File: config.mk
export PLATFORM = sky130hd
export DESIGN_NAME = eth_tx_sched_flat
export DESIGN_NICKNAME = d
export VERILOG_FILES = /design/src/rtl/eth_sched_pkg.sv /design/src/rtl/eth_tx_sched_if.sv /design/src/rtl/eth_sched_timer.sv /design/src/rtl/eth_tx_sched.sv /design/src/flat_wrapper.sv
export SDC_FILE = /design/constraint.sdc
export NUM_CORES = 1
export LEC_CHECK = 0
export ABC_AREA = 1
export ABC_CLOCK_PERIOD_IN_PS = 7500
export CAP_MARGIN = 10
export CORE_UTILIZATION = 60
export DETAILED_ROUTE_END_ITERATION = 12
export DONT_BUFFER_PORTS = 1
export PLACE_DENSITY = 0.76
export REMOVE_ABC_BUFFERS = 1
export SLEW_MARGIN = 15
export SYNTH_ARGS = -nofsm -noshare
export SYNTH_HDL_FRONTEND = slang
export SYNTH_SLANG_ARGS = --single-unit
File: constraint.sdc
create_clock -name clk -period 7.5 [get_ports clk]
set_clock_uncertainty 0.1 [all_clocks]
set_input_delay 1.125 -clock clk [delete_from_list [all_inputs] [get_ports clk]]
set_output_delay 1.125 -clock clk [all_outputs]
set_load 0.05 [all_outputs]
File: src/rtl/eth_sched_pkg.sv
// Shared encodings and default timing for the UDP/ARP transmit scheduler.
// States are plain localparams so legacy code can compare against raw state codes.
package eth_sched_pkg;

  localparam logic [2:0] IDLE     = 3'd0;
  localparam logic [2:0] ARP_REQ  = 3'd1;
  localparam logic [2:0] ARP_WAIT = 3'd2;
  localparam logic [2:0] LOAD     = 3'd3;
  localparam logic [2:0] SEND     = 3'd4;
  localparam logic [2:0] WAIT_END = 3'd5;
  localparam logic [2:0] GAP      = 3'd6;

  localparam logic [1:0] SRC_NONE = 2'd0;
  localparam logic [1:0] SRC_CMD  = 2'd1;
  localparam logic [1:0] SRC_AD   = 2'd2;

  localparam logic [15:0] DEF_IFG_CYCLES    = 16'd12;
  localparam logic [31:0] DEF_TX_TIMEOUT    = 32'd125000;
  localparam logic [31:0] DEF_ARP_TIMEOUT   = 32'd12500000;
  localparam logic [3:0]  DEF_ARP_RETRY     = 4'd3;
  localparam logic [3:0]  DEF_MAX_CMD_BURST = 4'd4;
  localparam logic [15:0] DEF_MAX_UDP_LEN   = 16'd1472;

  function automatic logic [15:0] clamp_len(input logic [15:0] len, input logic [15:0] max_len);
    return (len > max_len) ? max_len : len;
  endfunction

endpackage

File: src/rtl/eth_tx_sched_if.sv
// Request/ack and MAC-control bundle between the requesters, the scheduler and mac_top.
// master = scheduler side, slave = requesters plus MAC.
interface eth_tx_sched_if;
  logic        cmd_reply_req;
  logic [15:0] cmd_send_len;
  logic        cmd_reply_ack;
  logic        ad_data_req;
  logic [15:0] ad_send_len;
  logic        ad_data_ack;
  logic        mac_not_exist;
  logic        arp_found;
  logic        mac_send_end;
  logic        arp_request_req;
  logic        udp_tx_req;
  logic [15:0] udp_send_data_length;
  logic [1:0]  tx_src_sel;
  logic        busy;
  logic        tx_timeout_err;
  logic        arp_fail;

  modport master (
    input  cmd_reply_req, cmd_send_len, ad_data_req, ad_send_len,
    input  mac_not_exist, arp_found, mac_send_end,
    output cmd_reply_ack, ad_data_ack, arp_request_req, udp_tx_req,
    output udp_send_data_length, tx_src_sel, busy, tx_timeout_err, arp_fail
  );

  modport slave (
    output cmd_reply_req, cmd_send_len, ad_data_req, ad_send_len,
    output mac_not_exist, arp_found, mac_send_end,
    input  cmd_reply_ack, ad_data_ack, arp_request_req, udp_tx_req,
    input  udp_send_data_length, tx_src_sel, busy, tx_timeout_err, arp_fail
  );
endinterface

File: src/rtl/eth_sched_timer.sv
// 32-bit saturating cycle counter with synchronous clear and an expiry compare.
// expired is combinational from the count; the counter never wraps inside a wait.
module eth_sched_timer (
  input  logic        clk,
  input  logic        rst_n,
  input  logic        clr,
  input  logic        en,
  input  logic [31:0] limit,
  output logic        expired
);
  logic [31:0] cnt;

  always_ff @(posedge clk or negedge rst_n) begin
    if (!rst_n) begin
      cnt <= 32'd0;
    end else if (clr) begin
      cnt <= 32'd0;
    end else if (en && (cnt != 32'hFFFF_FFFF)) begin
      cnt <= cnt + 32'd1;
    end
  end

  assign expired = (cnt >= limit);
endmodule

File: src/rtl/eth_tx_sched.sv
// Arbitrates cmd-reply vs AD-data onto the MAC, resolving the peer MAC by ARP first.
// Ack 1 clk after a request in IDLE, udp_tx_req 1 clk later; holds until mac_send_end/timeout plus IFG.
module eth_tx_sched
  import eth_sched_pkg::*;
#(
  parameter logic [15:0] IFG_CYCLES    = DEF_IFG_CYCLES,
  parameter logic [31:0] TX_TIMEOUT    = DEF_TX_TIMEOUT,
  parameter logic [31:0] ARP_TIMEOUT   = DEF_ARP_TIMEOUT,
  parameter logic [3:0]  ARP_RETRY     = DEF_ARP_RETRY,
  parameter logic [3:0]  MAX_CMD_BURST = DEF_MAX_CMD_BURST,
  parameter logic [15:0] MAX_UDP_LEN   = DEF_MAX_UDP_LEN
) (
  input  logic           clk,
  input  logic           rst_n,
  eth_tx_sched_if.master bus
);
  logic [2:0]  state, state_nxt;
  logic [3:0]  burst_cnt, retry_cnt;
  logic [31:0] tmr_lim;
  logic        tmr_exp, tmr_clr;
  logic        any_req, pick_ad, grant, arp_last;

  assign any_req  = bus.cmd_reply_req | bus.ad_data_req;
  assign pick_ad  = bus.ad_data_req & (~bus.cmd_reply_req | (burst_cnt == MAX_CMD_BURST));
  assign grant    = (state == IDLE) & any_req & ~bus.mac_not_exist;
  assign arp_last = (retry_cnt >= (ARP_RETRY - 4'd1));
  assign bus.busy = (state != IDLE);

  // The timer keeps running through ARP_REQ->ARP_WAIT and SEND->WAIT_END so that
  // the wait windows are measured from the request pulse itself.
  assign tmr_clr = (state_nxt != state) && (state_nxt != ARP_WAIT) && (state_nxt != WAIT_END);

  always_comb begin
    tmr_lim = TX_TIMEOUT - 32'd1;
    case (state)
      ARP_WAIT: tmr_lim = ARP_TIMEOUT - 32'd1;
      GAP:      tmr_lim = (IFG_CYCLES == 16'd0) ? 32'd0 : {16'd0, IFG_CYCLES - 16'd1};
      default:  ;
    endcase
  end

  eth_sched_timer u_timer (
    .clk     (clk),
    .rst_n   (rst_n),
    .clr     (tmr_clr),
    .en      (state != IDLE),
    .limit   (tmr_lim),
    .expired (tmr_exp)
  );

  always_comb begin
    state_nxt = state;
    case (state)
      IDLE:     if (any_req) state_nxt = bus.mac_not_exist ? ARP_REQ : LOAD;
      ARP_REQ:  state_nxt = ARP_WAIT;
      ARP_WAIT: begin
        if (bus.arp_found)  state_nxt = IDLE;
        else if (tmr_exp)   state_nxt = arp_last ? IDLE : ARP_REQ;
      end
      LOAD:     state_nxt = (bus.udp_send_data_length == 16'd0) ? IDLE : SEND;
      SEND:     state_nxt = WAIT_END;
      WAIT_END: if (bus.mac_send_end || tmr_exp) state_nxt = GAP;
      GAP:      if (tmr_exp) state_nxt = IDLE;
      default:  state_nxt = IDLE;
    endcase
  end

  always_ff @(posedge clk or negedge rst_n) begin
    if (!rst_n) begin
      burst_cnt <= 4'd0;
    end else if (!bus.ad_data_req) begin
      burst_cnt <= 4'd0;
    end else if (grant) begin
      burst_cnt <= pick_ad ? 4'd0 : burst_cnt + 4'd1;
    end
  end

  always_ff @(posedge clk or negedge rst_n) begin
    if (!rst_n) begin
      state                    <= IDLE;
      retry_cnt                <= 4'd0;
      bus.cmd_reply_ack        <= 1'b0;
      bus.ad_data_ack          <= 1'b0;
      bus.arp_request_req      <= 1'b0;
      bus.udp_tx_req           <= 1'b0;
      bus.udp_send_data_length <= 16'd0;
      bus.tx_src_sel           <= SRC_NONE;
      bus.tx_timeout_err       <= 1'b0;
      bus.arp_fail             <= 1'b0;
    end else begin
      state               <= state_nxt;
      bus.cmd_reply_ack   <= 1'b0;
      bus.ad_data_ack     <= 1'b0;
      bus.arp_request_req <= 1'b0;
      bus.udp_tx_req      <= 1'b0;
      bus.tx_timeout_err  <= 1'b0;
      if (bus.arp_found) bus.arp_fail <= 1'b0;
      case (state)
        IDLE: begin
          if (grant) begin
            bus.cmd_reply_ack        <= ~pick_ad;
            bus.ad_data_ack          <= pick_ad;
            bus.tx_src_sel           <= pick_ad ? SRC_AD : SRC_CMD;
            bus.udp_send_data_length <= clamp_len(pick_ad ? bus.ad_send_len : bus.cmd_send_len,
                                                  MAX_UDP_LEN);
          end else if (any_req) begin
            bus.arp_request_req <= 1'b1;
          end
        end
        ARP_WAIT: begin
          if (bus.arp_found) begin
            retry_cnt <= 4'd0;
          end else if (tmr_exp) begin
            if (arp_last) begin
              bus.arp_fail <= 1'b1;
              retry_cnt    <= 4'd0;
            end else begin
              retry_cnt           <= retry_cnt + 4'd1;
              bus.arp_request_req <= 1'b1;
            end
          end
        end
        LOAD: begin
          if (bus.udp_send_data_length == 16'd0) bus.tx_src_sel <= SRC_NONE;
          else                                   bus.udp_tx_req <= 1'b1;
        end
        WAIT_END: if (!bus.mac_send_end && tmr_exp) bus.tx_timeout_err <= 1'b1;
        GAP:      if (tmr_exp) bus.tx_src_sel <= SRC_NONE;
        default:  ;
      endcase
    end
  end
endmodule

File: src/flat_wrapper.sv
// flat-port wrapper written by rule: the top's interface ports become plain ports
module eth_tx_sched_flat import eth_sched_pkg::*;
#(
  parameter logic [15:0] IFG_CYCLES    = DEF_IFG_CYCLES,
  parameter logic [31:0] TX_TIMEOUT    = DEF_TX_TIMEOUT,
  parameter logic [31:0] ARP_TIMEOUT   = DEF_ARP_TIMEOUT,
  parameter logic [3:0]  ARP_RETRY     = DEF_ARP_RETRY,
  parameter logic [3:0]  MAX_CMD_BURST = DEF_MAX_CMD_BURST,
  parameter logic [15:0] MAX_UDP_LEN   = DEF_MAX_UDP_LEN
)
  (clk, rst_n, bus_cmd_reply_req, bus_cmd_send_len, bus_ad_data_req, bus_ad_send_len, bus_mac_not_exist, bus_arp_found, bus_mac_send_end, bus_cmd_reply_ack, bus_ad_data_ack, bus_arp_request_req, bus_udp_tx_req, bus_udp_send_data_length, bus_tx_src_sel, bus_busy, bus_tx_timeout_err, bus_arp_fail);
  eth_tx_sched_if bus_i ();
  input  logic clk;
  input  logic rst_n;
  input wire logic [$bits(bus_i.cmd_reply_req)-1:0] bus_cmd_reply_req;
  input wire logic [$bits(bus_i.cmd_send_len)-1:0] bus_cmd_send_len;
  input wire logic [$bits(bus_i.ad_data_req)-1:0] bus_ad_data_req;
  input wire logic [$bits(bus_i.ad_send_len)-1:0] bus_ad_send_len;
  input wire logic [$bits(bus_i.mac_not_exist)-1:0] bus_mac_not_exist;
  input wire logic [$bits(bus_i.arp_found)-1:0] bus_arp_found;
  input wire logic [$bits(bus_i.mac_send_end)-1:0] bus_mac_send_end;
  output wire logic [$bits(bus_i.cmd_reply_ack)-1:0] bus_cmd_reply_ack;
  output wire logic [$bits(bus_i.ad_data_ack)-1:0] bus_ad_data_ack;
  output wire logic [$bits(bus_i.arp_request_req)-1:0] bus_arp_request_req;
  output wire logic [$bits(bus_i.udp_tx_req)-1:0] bus_udp_tx_req;
  output wire logic [$bits(bus_i.udp_send_data_length)-1:0] bus_udp_send_data_length;
  output wire logic [$bits(bus_i.tx_src_sel)-1:0] bus_tx_src_sel;
  output wire logic [$bits(bus_i.busy)-1:0] bus_busy;
  output wire logic [$bits(bus_i.tx_timeout_err)-1:0] bus_tx_timeout_err;
  output wire logic [$bits(bus_i.arp_fail)-1:0] bus_arp_fail;
  assign bus_i.cmd_reply_req = bus_cmd_reply_req;
  assign bus_i.cmd_send_len = bus_cmd_send_len;
  assign bus_i.ad_data_req = bus_ad_data_req;
  assign bus_i.ad_send_len = bus_ad_send_len;
  assign bus_i.mac_not_exist = bus_mac_not_exist;
  assign bus_i.arp_found = bus_arp_found;
  assign bus_i.mac_send_end = bus_mac_send_end;
  assign bus_cmd_reply_ack = bus_i.cmd_reply_ack;
  assign bus_ad_data_ack = bus_i.ad_data_ack;
  assign bus_arp_request_req = bus_i.arp_request_req;
  assign bus_udp_tx_req = bus_i.udp_tx_req;
  assign bus_udp_send_data_length = bus_i.udp_send_data_length;
  assign bus_tx_src_sel = bus_i.tx_src_sel;
  assign bus_busy = bus_i.busy;
  assign bus_tx_timeout_err = bus_i.tx_timeout_err;
  assign bus_arp_fail = bus_i.arp_fail;
  eth_tx_sched #(.IFG_CYCLES(IFG_CYCLES), .TX_TIMEOUT(TX_TIMEOUT), .ARP_TIMEOUT(ARP_TIMEOUT), .ARP_RETRY(ARP_RETRY), .MAX_CMD_BURST(MAX_CMD_BURST), .MAX_UDP_LEN(MAX_UDP_LEN)) u_core (.clk(clk), .rst_n(rst_n), .bus(bus_i));
endmodule
# After elaboration in Yosys (flattened, before gate mapping)
# Index checks and enable logic that the tools add are counted.
# op_classes
n_addsub,3
n_reduce_logical,15
muxes,44
order_cmp,3
n_bitwise,8
n_eq_ne,15
# ops
op,count
$mux W32,2
$pmux W24 S2,1
$add A32 B1 Y32 const B,1
$ge A32 B32 Y1,1
$mux W16,2
$ne A32 B32 Y1 const B,1
$mux W4,6
$pmux W3 S7,1
$mux W1,19
$mux W3,6
$gt A16 B11 Y1 const B,1
$logic_not A16 Y1,1
$mux W2,5
$eq A3 B3 Y1 const B,3
$add A4 B1 Y4 const B,2
$ne A2 B1 Y1 const B,4
$eq A3 B2 Y1 const B,2
$pmux W2 S3,1
$reduce_bool A3 Y1,2
$eq A4 B3 Y1 const B,1
$ge A4 B2 Y1 const B,1
$logic_and A1 B1 Y1,4
$reduce_and A2 Y1,2
$reduce_and A4 Y1,1
other kinds (12),18
# totals
input_bits,39
word_cells,100
regBits,67
output_inout_bits,25

# Longest topological paths before layout
# Gate-level depths: netlist (run 1).
# logic_depth
ltp_word,10
depth_mapped,22
ltp_nobuf,20

# Hierarchy
# A second synthesis (run 1) with hierarchy kept.
# unflattened
cells_unflattened,739
hier_area_um2,5006.1
# modules_own_cells
module,instances,area_each_um2,seq_area_each_um2,cells_per_inst
eth_sched_timer,1,2995.4,800.8,474
eth_tx_sched,1,2010.7,875.8,265

# Worst setup path after synthesis (run 1)
# No wires, ideal clock.
# synth_timing
path_kind,reg2reg
startpoint,register u_core.state[1]
endpoint,register u_core.u_timer.cnt[12]
period_less_slack_ns,2.646
setup_ns,0.126
path_slack_ns,4.854
required_ns,7.274
n_path_buf,2
arrival_ns,2.420
path_stages_with_launch,17
path_cell_list,dfrtp_1 -> buf_6 -> inv_2 -> nor2_4 -> inv_2 -> nor2_1 -> inv_1 -> ha_1 -> nand4_1 -> nand3b_1 -> nor2_4 -> nand2_4 -> nand3_4 -> nand2_4 -> nor3_4 -> buf_8 -> a21oi_2
# synth_between
elab_chain_cells,10
word_cells_on_any_way,25
classes_between,1 x order compare; 9 x eq/ne; 8 x mux; 7 x reduce/logical
# synth_lines
item,line,source
start: declaration,eth_tx_sched.sv:17,"logic [2:0] state, state_nxt;"
start signal: assignment,eth_tx_sched.sv:91,state <= state_nxt;
$eq A3 B3 Y1 or $eq A3 B2 Y1 (tied branches),"eth_tx_sched.sv:35, eth_tx_sched.sv:53",
$pmux W24 S2,eth_tx_sched.sv:35,case (state)
$ge A32 B32 Y1,eth_sched_timer.sv:23,assign expired = (cnt >= limit);
$mux W3 or $logic_or A1 B1 Y1 (tied branches),"eth_tx_sched.sv:58, eth_tx_sched.sv:62",
$mux W3 (on tied branches),"eth_tx_sched.sv:57, eth_tx_sched.sv:62",
$pmux W3 S7,eth_tx_sched.sv:53,case (state)
$ne A3 B3 Y1 or $ne A3 B2 Y1 (tied branches),eth_tx_sched.sv:31,assign tmr_clr = (state_nxt != state) && (state_nxt != ARP_WAIT) && (state_nxt != WAIT_END);
$logic_and A1 B1 Y1 (2 in a row),eth_tx_sched.sv:31,
$mux W32 or $reduce_bool A2 Y1 (tied branches),--,
end signal: assignment,eth_sched_timer.sv:19,cnt <= cnt + 32'd1;
end: declaration,eth_sched_timer.sv:11,logic [31:0] cnt;
# Parallel ways exist; a longest one is shown, timed or not.
# A chain may end at the register's enable or synchronous reset.

# Final worst setup path (run 1)
# layout_timing
startpoint,register u_core.state[1]
endpoint,register u_core.u_timer.cnt[6]
# Same word-level chain as after synthesis.

==> results of run 1 <==
[final timing paths]
kind | endpoint | slack [ns] | from
max | u_core.u_timer.cnt[6] | 4.07 | u_core.state[1]
min | u_core.u_timer.cnt[26] | 0.37 | rst_n
max reg2reg | u_core.u_timer.cnt[6] | 4.07 | u_core.state[1]
min reg2reg | u_core.retry_cnt[2] | 0.38 | u_core.retry_cnt[2]
max in group asynchronous | u_core.u_timer.cnt[29] | 6.78 | rst_n
min in group clk | u_core.retry_cnt[2] | 0.38 | u_core.retry_cnt[2]
[logic make-up after synthesis]
group                      count (synthesis)
and+or+nand+nor                          275
buffers and inverters                     84
AOI/OAI and AO/OA                         79
DFF                                       67
xor gates and xnor gates                  29
adders and majority gates                 22
muxes                                      4
[registers in the layout, indices dropped and copies added (netlist names)]
name                             flops
u_core.bus.udp_send_data_length     16
u_core.bus.tx_timeout_err            1
u_core.bus.udp_tx_req                1
u_core.bus.tx_src_sel                2
u_core.bus.arp_request_req           1
u_core.bus.cmd_reply_ack             1
u_core.u_timer.cnt                  32
u_core.bus.arp_fail                  1
u_core.state                         3
u_core.burst_cnt                     4
u_core.bus.ad_data_ack               1
u_core.retry_cnt                     4
[final cells by class]
type / count / area, µm² / area share (%)
flip-flops and latches: 67 / 1680 / 35.8
clock inverters: 5 / 52.6 / 1.12
clock buffers: 11 / 141 / 3.01
repair buffers: 1 / 7.51 / 0.160
inverters: 69 / 259 / 5.52
well taps: 99 / 124 / 2.64
multi-input cells: 409 / 2430 / 51.8
[power breakdown]
group / internal [mW] / switching (mW)
clock network: 0.161 / 0.139
logic: 0.120 / 0.371
registers: 0.393 / 0.0898
[cells in the final DEF (no fill, tap or decap), types with 3 or more instances in the layout]
cell type  synthesis  layout
o21ai_1            5       5
clkbuf_8           0      10
inv_1             62      62
nand3_1           35      35
a21oi_2           30      30
xor2_1            24      24
nor4_1             3       3
inv_2              7       7
mux2_2             3       3
nand4_1           13      13
nor2_2             5       5
nand2_2            6       6
a21oi_1           19      19
nor2_4             3       3
nor3_1            14      14
ha_1              22      22
nor2_1            67      67
nand2_1          108     108
clkinv_2           0       3
o21ai_0           16      16
nand3b_1           4       4
nand2_4            6       6
xnor2_1            5       5
dfrtp_1           67      67
[layer usage]
layer	routed length [µm]	vias up	global-route usage (%)
li1	-	1828	-
met1	4520	1739	34.6
met3	328	14	5.50
met5	0	-	0
met4	161	0	7.77
met2	4460	90	40.3
[worst reg2reg max path, cell delays in order (launching register included)]
cell	delay (ns)
dfrtp_1	0.55
inv_2	0.11
nor2_4	0.14
inv_2	0.07
nor2_1	0.13
inv_1	0.23
ha_1	0.34
nand2_1	0.09
inv_1	0.04
nand2_1	0.05
nand2_1	0.05
a21oi_1	0.15
nand2_2	0.09
nand2_4	0.10
nand2_2	0.07
nand2_2	0.09
nand4_1	0.10
nand2_2	0.09
nand3_4	0.44
a21oi_1	0.32
[per-stage QoR]
| stage | std cells | hold WS [ns] | worst slack, ns | utilization [%] | area (µm²) |
|---|---|---|---|---|---|
| 2_1_floorplan | 545 | 0.343 | 3.96 | - | 4360 |
| 3_3_place_gp | 645 | 0.366 | 4.30 | 62.0 | 4500 |
| 3_5_place_dp | 645 | 0.365 | 4.07 | 62.0 | 4500 |
| 4_1_cts | 661 | 0.357 | 4.06 | 64.7 | 4690 |
| 5_1_grt | 661 | 0.348 | 3.72 | 64.7 | 4690 |
| 6_report | 661 | 0.368 | 4.07 | 64.7 | 4690 |
==> results.py, run 1 <==
metrics = {
    "global_route": {
        "grt_overflow": 0,
        "antenna_found_initial": 0,
        "grt_pass1_vias": 3369,
        "grt.total_usage_pct": 25.3,
        "grt_pass1_wl_um": 15300,
        "grt_max_degree": 68,
    },
    "synth": {
        "yosys.cell_count.top_type": "nand2_1",
        "synth_fa_ha_area_share_pct": 6.11,
        "synth_area_leaders": "dfrtp_1 (37%), nand2_1 (9.0%), ha_1 (6.1%)",
        "synth_edf_count": 0,
        "synth_seq_area_share_pct": 37.2,
        "synth-async-reset-ratio_pct": 100,
        "yosysUniqueCellTypes": 43,
        "synthCells": 560,
        "synthSimpleGateAreaFrac_pct": 29.2,
        "synth.largest_area_cell": "dfrtp_1",
        "synth_top_area_share_pct": 37.2,
        "netlist_top_cells_count": "nand2_1 (108), dfrtp_1 (67), nor2_1 (67)",
        "synth_top_family_by_area": "simple AND/OR/NAND/NOR gates",
        "synth-xor-area-share_pct": 5.64,
        "synth_area_um2": 4510,
        "avgSynthCellArea_um2": 8.05,
        "yosys_most_used_dff": "dfrtp_1",
        "synthMuxAreaShare_pct": 0.972,
        "synth_seq_cells": 67,
        "yosys_warnings": 0,
        "synth-compound-area-share_pct": 12.0,
    },
    "run": {
        "drv_cap": 0,
    },
    "route": {
        "drc": 0,
        "wl_per_cell_um": 14.3,
        "avgViaCountPerCell": 5.55,
        "dr.pass1.iters": 5,
        "routed_wl_um": 9470,
        "vias": 3671,
        "drt_iter0_markers": 187,
        "antenna_left": 0,
    },
    "sta": {
        "hold_viol_final": 0,
        "slew_viol_final": 0,
        "fin_crit_ns": 3.43,
        "min_period_over_period_pct": 45.8,
        "slew_headroom_pct": 45.1,
        "setup_viol": 0,
        "setup_tns_ns": 0,
        "worst_pin_slew_ns": 0.820,
        "rsz0062_at_grt": "no",
        "fmax_mhz": 291,
    },
    "cts": {
        "ctsHoldBuffers": 0,
        "clock_sink_count": 67,
        "post_cts.repair.setup_buffers": 0,
        "cts_tree": "built",
        "clock_latency_ns": 0.34,
        "root_buffer": "clkbuf_8",
        "clk_pin_slew_ns": 0.08,
        "cts_buffers": 9,
        "clk_path_buf_depth": 2,
        "htree_levels": 3,
        "post_cts_resized": 0,
    },
    "power_and_ir_drop": {
        "p_per_area_nw_per_um2": 271,
        "vdd_drop_max_mv": 0.218,
        "p_total_mw": 1.27,
        "p_leak_nw": 2.17,
    },
    "critical_path": {
        "critPathMaxStageDelay_ns": 0.55,
        "worstSetupPathType": "reg -> reg",
        "path_buf_inv": 4,
        "start_kind": "flip-flop",
        "crit_path_cell_trace": "inv_2, nor2_4, inv_2, nor2_1, inv_1, ha_1, nand2_1, inv_1, nand2_1, nand2_1, a21oi_1, nand2_2, nand2_4, nand2_2, nand2_2, nand4_1, nand2_2, nand3_4, a21oi_1",
        "cpMostUsedCell": "nand2_2",
        "reg2reg_depth": 19,
        "critPathMaxFanout": 32,
        "required_ns": 7.66,
        "cp-end-kind": "flip-flop",
        "worst-path-stages": 19,
        "cp_top_family": "simple AND/OR/NAND/NOR gates",
        "crit_arrival_ns": 3.59,
        "crit_path_top_delay_cell": "dfrtp_1",
    },
    "floorplanning": {
        "start_util_pct": 62.1,
        "ios": 64,
        "die_width_um": 88.7,
        "dieHeight_um": 88.7,
        "die-area_um2": 7860,
        "core_area_um2": 7250,
        "row_count": 31,
    },
    "worst_hold_path": {
        "hp-class": "in -> async",
    },
    "place": {
        "dp_hpwl_um": 6790,
        "place.port_buffers": 0,
        "globalplace.congestion": 0.863,
    },
    "run_status": {
        "status": "complete, no violations",
    },
    "finish": {
        "num_antenna_cells": 0,
        "drive_gt1_share_pct": 14.8,
        "nets": 618,
        "area_growth_pct": 4.05,
        "n_fill_cell": 627,
    },
}
Note: power is estimated with default switching activity, not from simulation.
==> run 2, diff against run 1 <==
--- a/config.mk
+++ b/config.mk
@@ -6,9 +6,9 @@
 export NUM_CORES = 1
 export LEC_CHECK = 0
 export ABC_AREA = 1
-export ABC_CLOCK_PERIOD_IN_PS = 7500
+export ABC_CLOCK_PERIOD_IN_PS = 3000
 export CAP_MARGIN = 10
-export CORE_UTILIZATION = 60
+export CORE_UTILIZATION = 58
 export DETAILED_ROUTE_END_ITERATION = 12
 export DONT_BUFFER_PORTS = 1
 export PLACE_DENSITY = 0.76
==> constraint.sdc (replaced) <==
create_clock -name clk -period 3 [get_ports clk]
set_clock_uncertainty 0.1 [all_clocks]
set_input_delay 0.45 -clock clk [delete_from_list [all_inputs] [get_ports clk]]
set_output_delay 0.45 -clock clk [all_outputs]
set_load 0.05 [all_outputs]
==> run 2 against run 1 <==
  * Sequential power increased by 150%
  * Worst hold slack lost 0.29 ns
  * Total power grew to 2.6 times the previous value
  * Combinational power rose to 3.1 times the previous value
  * Register-to-register slack got worse by 3.8 ns
  * Final cell count up 0.91%
  * Fmax is 26% higher
  * Final area rose by 2.2%
  * Die area up 3.4%
  * Sequential cell count is the same
  * Wire length is 1.2% higher
  * Setup slack got worse by 3.8 ns
  * Largest power group unchanged
==> results.py, run 2 (synthesis results as in run 1) <==
metrics = {
    "route": {
        "drc": 0,
        "routed_wl_um": 9580,
        "avgViaCountPerCell": 5.47,
        "antenna_left": 0,
        "wl_per_cell_um": 14.4,
        "vias": 3650,
        "dr.pass1.iters": 5,
        "drt_iter0_markers": 262,
    },
    "critical_path": {
        "cp_top_family": "simple AND/OR/NAND/NOR gates",
        "cp-end-kind": "flip-flop",
        "r2r-end": "u_core.u_timer.cnt[5]",
        "cpMostUsedCell": "nor2_4",
        "worst-path-stages": 14,
        "critPathMaxStageDelay_ns": 0.45,
        "rr_startpoint": "u_core.state[0]",
        "crit_path_cell_trace": "nor2_4, inv_2, nor2_4, inv_4, ha_1, nand4_1, nand3b_1, nor2_4, nand2_4, nand3_4, nand2_4, nor3_4, buf_12, a21oi_1",
        "critPathMaxFanout": 32,
        "crit_arrival_ns": 2.86,
        "required_ns": 3.13,
        "crit_path_top_delay_cell": "dfrtp_1",
        "reg2reg_depth": 14,
        "worstSetupPathType": "reg -> reg",
        "r2r_setup_slack_ns": 0.27,
        "path_buf_inv": 3,
        "start_kind": "flip-flop",
    },
    "sta": {
        "worst_pin_slew_ns": 0.681,
        "hold_viol_final": 0,
        "slew_viol_final": 0,
        "rsz0062_at_grt": "no",
        "setup_viol": 0,
        "slew_headroom_pct": 54.5,
        "fin_crit_ns": 2.73,
        "min_period_over_period_pct": 91.0,
        "holdWs_ns": 0.0730,
        "fmax_mhz": 366,
        "setup_tns_ns": 0,
    },
    "cts": {
        "cts_buffers": 9,
        "post_cts.repair.setup_buffers": 0,
        "clock_sink_count": 67,
        "clk_pin_slew_ns": 0.07,
        "clk_path_buf_depth": 2,
        "root_buffer": "clkbuf_8",
        "cts_tree": "built",
        "clock_latency_ns": 0.34,
        "htree_levels": 3,
    },
    "finish": {
        "reg_top3": "u_core.u_timer.cnt: 32 flops, u_core.bus.udp_send_data_length: 16 flops",
        "final_common_cell": "nand2_1",
        "nets": 625,
        "num_antenna_cells": 0,
        "fin_area_um2": 4790,
        "drive_gt1_share_pct": 15.8,
        "mostFrequentLayoutCells": "nand2_1 (108), dfrtp_1 (67), nor2_1 (66)",
        "regMostFlops": "u_core.u_timer.cnt",
        "fin_cells": 667,
        "area_growth_pct": 6.33,
        "largest_reg_flops": 32,
    },
    "place": {
        "dp.cells": 649,
        "place.port_buffers": 0,
        "dpl_cell_area_um2": 4550,
        "dp_hpwl_um": 6880,
        "globalplace.congestion": 0.839,
    },
    "run": {
        "drv_cap": 0,
    },
    "floorplanning": {
        "dieHeight_um": 90.2,
        "die_width_um": 90.2,
        "start_util_pct": 61.2,
        "row_count": 31,
        "ios": 64,
        "die-area_um2": 8130,
        "core_area_um2": 7370,
    },
    "power_and_ir_drop": {
        "p_per_area_nw_per_um2": 696,
        "p_leak_nw": 2.22,
        "p_total_mw": 3.34,
        "vdd_drop_max_mv": 0.402,
    },
    "global_route": {
        "grt.total_usage_pct": 24.9,
        "grt_max_degree": 68,
        "grt_pass1_vias": 3572,
        "grt_pass1_wl_um": 16500,
        "antenna_found_initial": 0,
        "grt_overflow": 0,
    },
    "worst_hold_path": {
        "hp-class": "in -> reg",
        "hp-start": "bus_mac_send_end",
        "holdPathEnd": "u_core.bus.tx_timeout_err",
        "holdPathStages": 1,
    },
    "run_status": {
        "status": "complete, no violations",
    },
}
==> run 2: layout make-up <==
| type | count | area, µm² |
|---|---|---|
| inverter | 69 | 262 |
| multi-input combinational | 409 | 2440 |
| timing repair buffer | 8 | 125 |
| clock inverter | 3 | 15.0 |
| sequential | 67 | 1680 |
| tap | 99 | 124 |
| fill | 644 | 2580 |
| clock buffer | 12 | 145 |
==> run 2: routing by layer <==
layer	track usage, %	up-vias	part of all wire [%]
met1	33.8	1708	46
met3	6.26	18	5.1
met5	0	-	0
met4	6.99	0	1.9
met2	39.4	97	47
li1	-	1827	-
==> run 2: worst max path at each step <==
| stage | startpoint | end | slack [ns] |
|---|---|---|---|
| final | u_core.state[0] | u_core.u_timer.cnt[5] | 0.27 |
| after global routing | u_core.state[0] | u_core.u_timer.cnt[23] | 0.003 |
| after CTS | u_core.state[0] | u_core.u_timer.cnt[5] | 0.06 |
| after detailed placement | u_core.state[0] | u_core.u_timer.cnt[5] | 0.06 |
| after global placement | u_core.state[0] | u_core.u_timer.cnt[5] | 0.18 |
| after floorplan | u_core.state[1] | u_core.u_timer.cnt[5] | -0.54 |
==> run 2: what timing repair did <==
item                                    4_1_cts  5_1_grt
resized for setup                             0        6
endpoints found under the setup margin        0       38
hold buffers                                  2        0
hold endpoints to repair                     67        0
==> run 2: through the flow <==
stage	util (%)	setup slack, ns
2_1_floorplan	-	-0.538
3_3_place_gp	61.7	0.179
3_5_place_dp	61.7	0.0579
4_1_cts	64.4	0.0582
5_1_grt	65.0	0.00324
6_report	65.0	0.269
==> run 2: report_power, final <==
group / total [mW] / switching [mW] / internal, mW
clock: 0.637 / 0.323 / 0.314
sequential: 1.19 / 0.207 / 0.982
combinational: 1.51 / 1.04 / 0.472
==> run 3, diff against run 2 <==
--- a/config.mk
+++ b/config.mk
@@ -7,7 +7,7 @@
 export LEC_CHECK = 0
 export ABC_AREA = 1
 export ABC_CLOCK_PERIOD_IN_PS = 3000
-export CAP_MARGIN = 10
+export CAP_MARGIN = 30
 export CORE_UTILIZATION = 58
 export DETAILED_ROUTE_END_ITERATION = 12
 export DONT_BUFFER_PORTS = 1
==> results of run 3 <==
Final layout, timing and power as in run 2 (identical DEF).
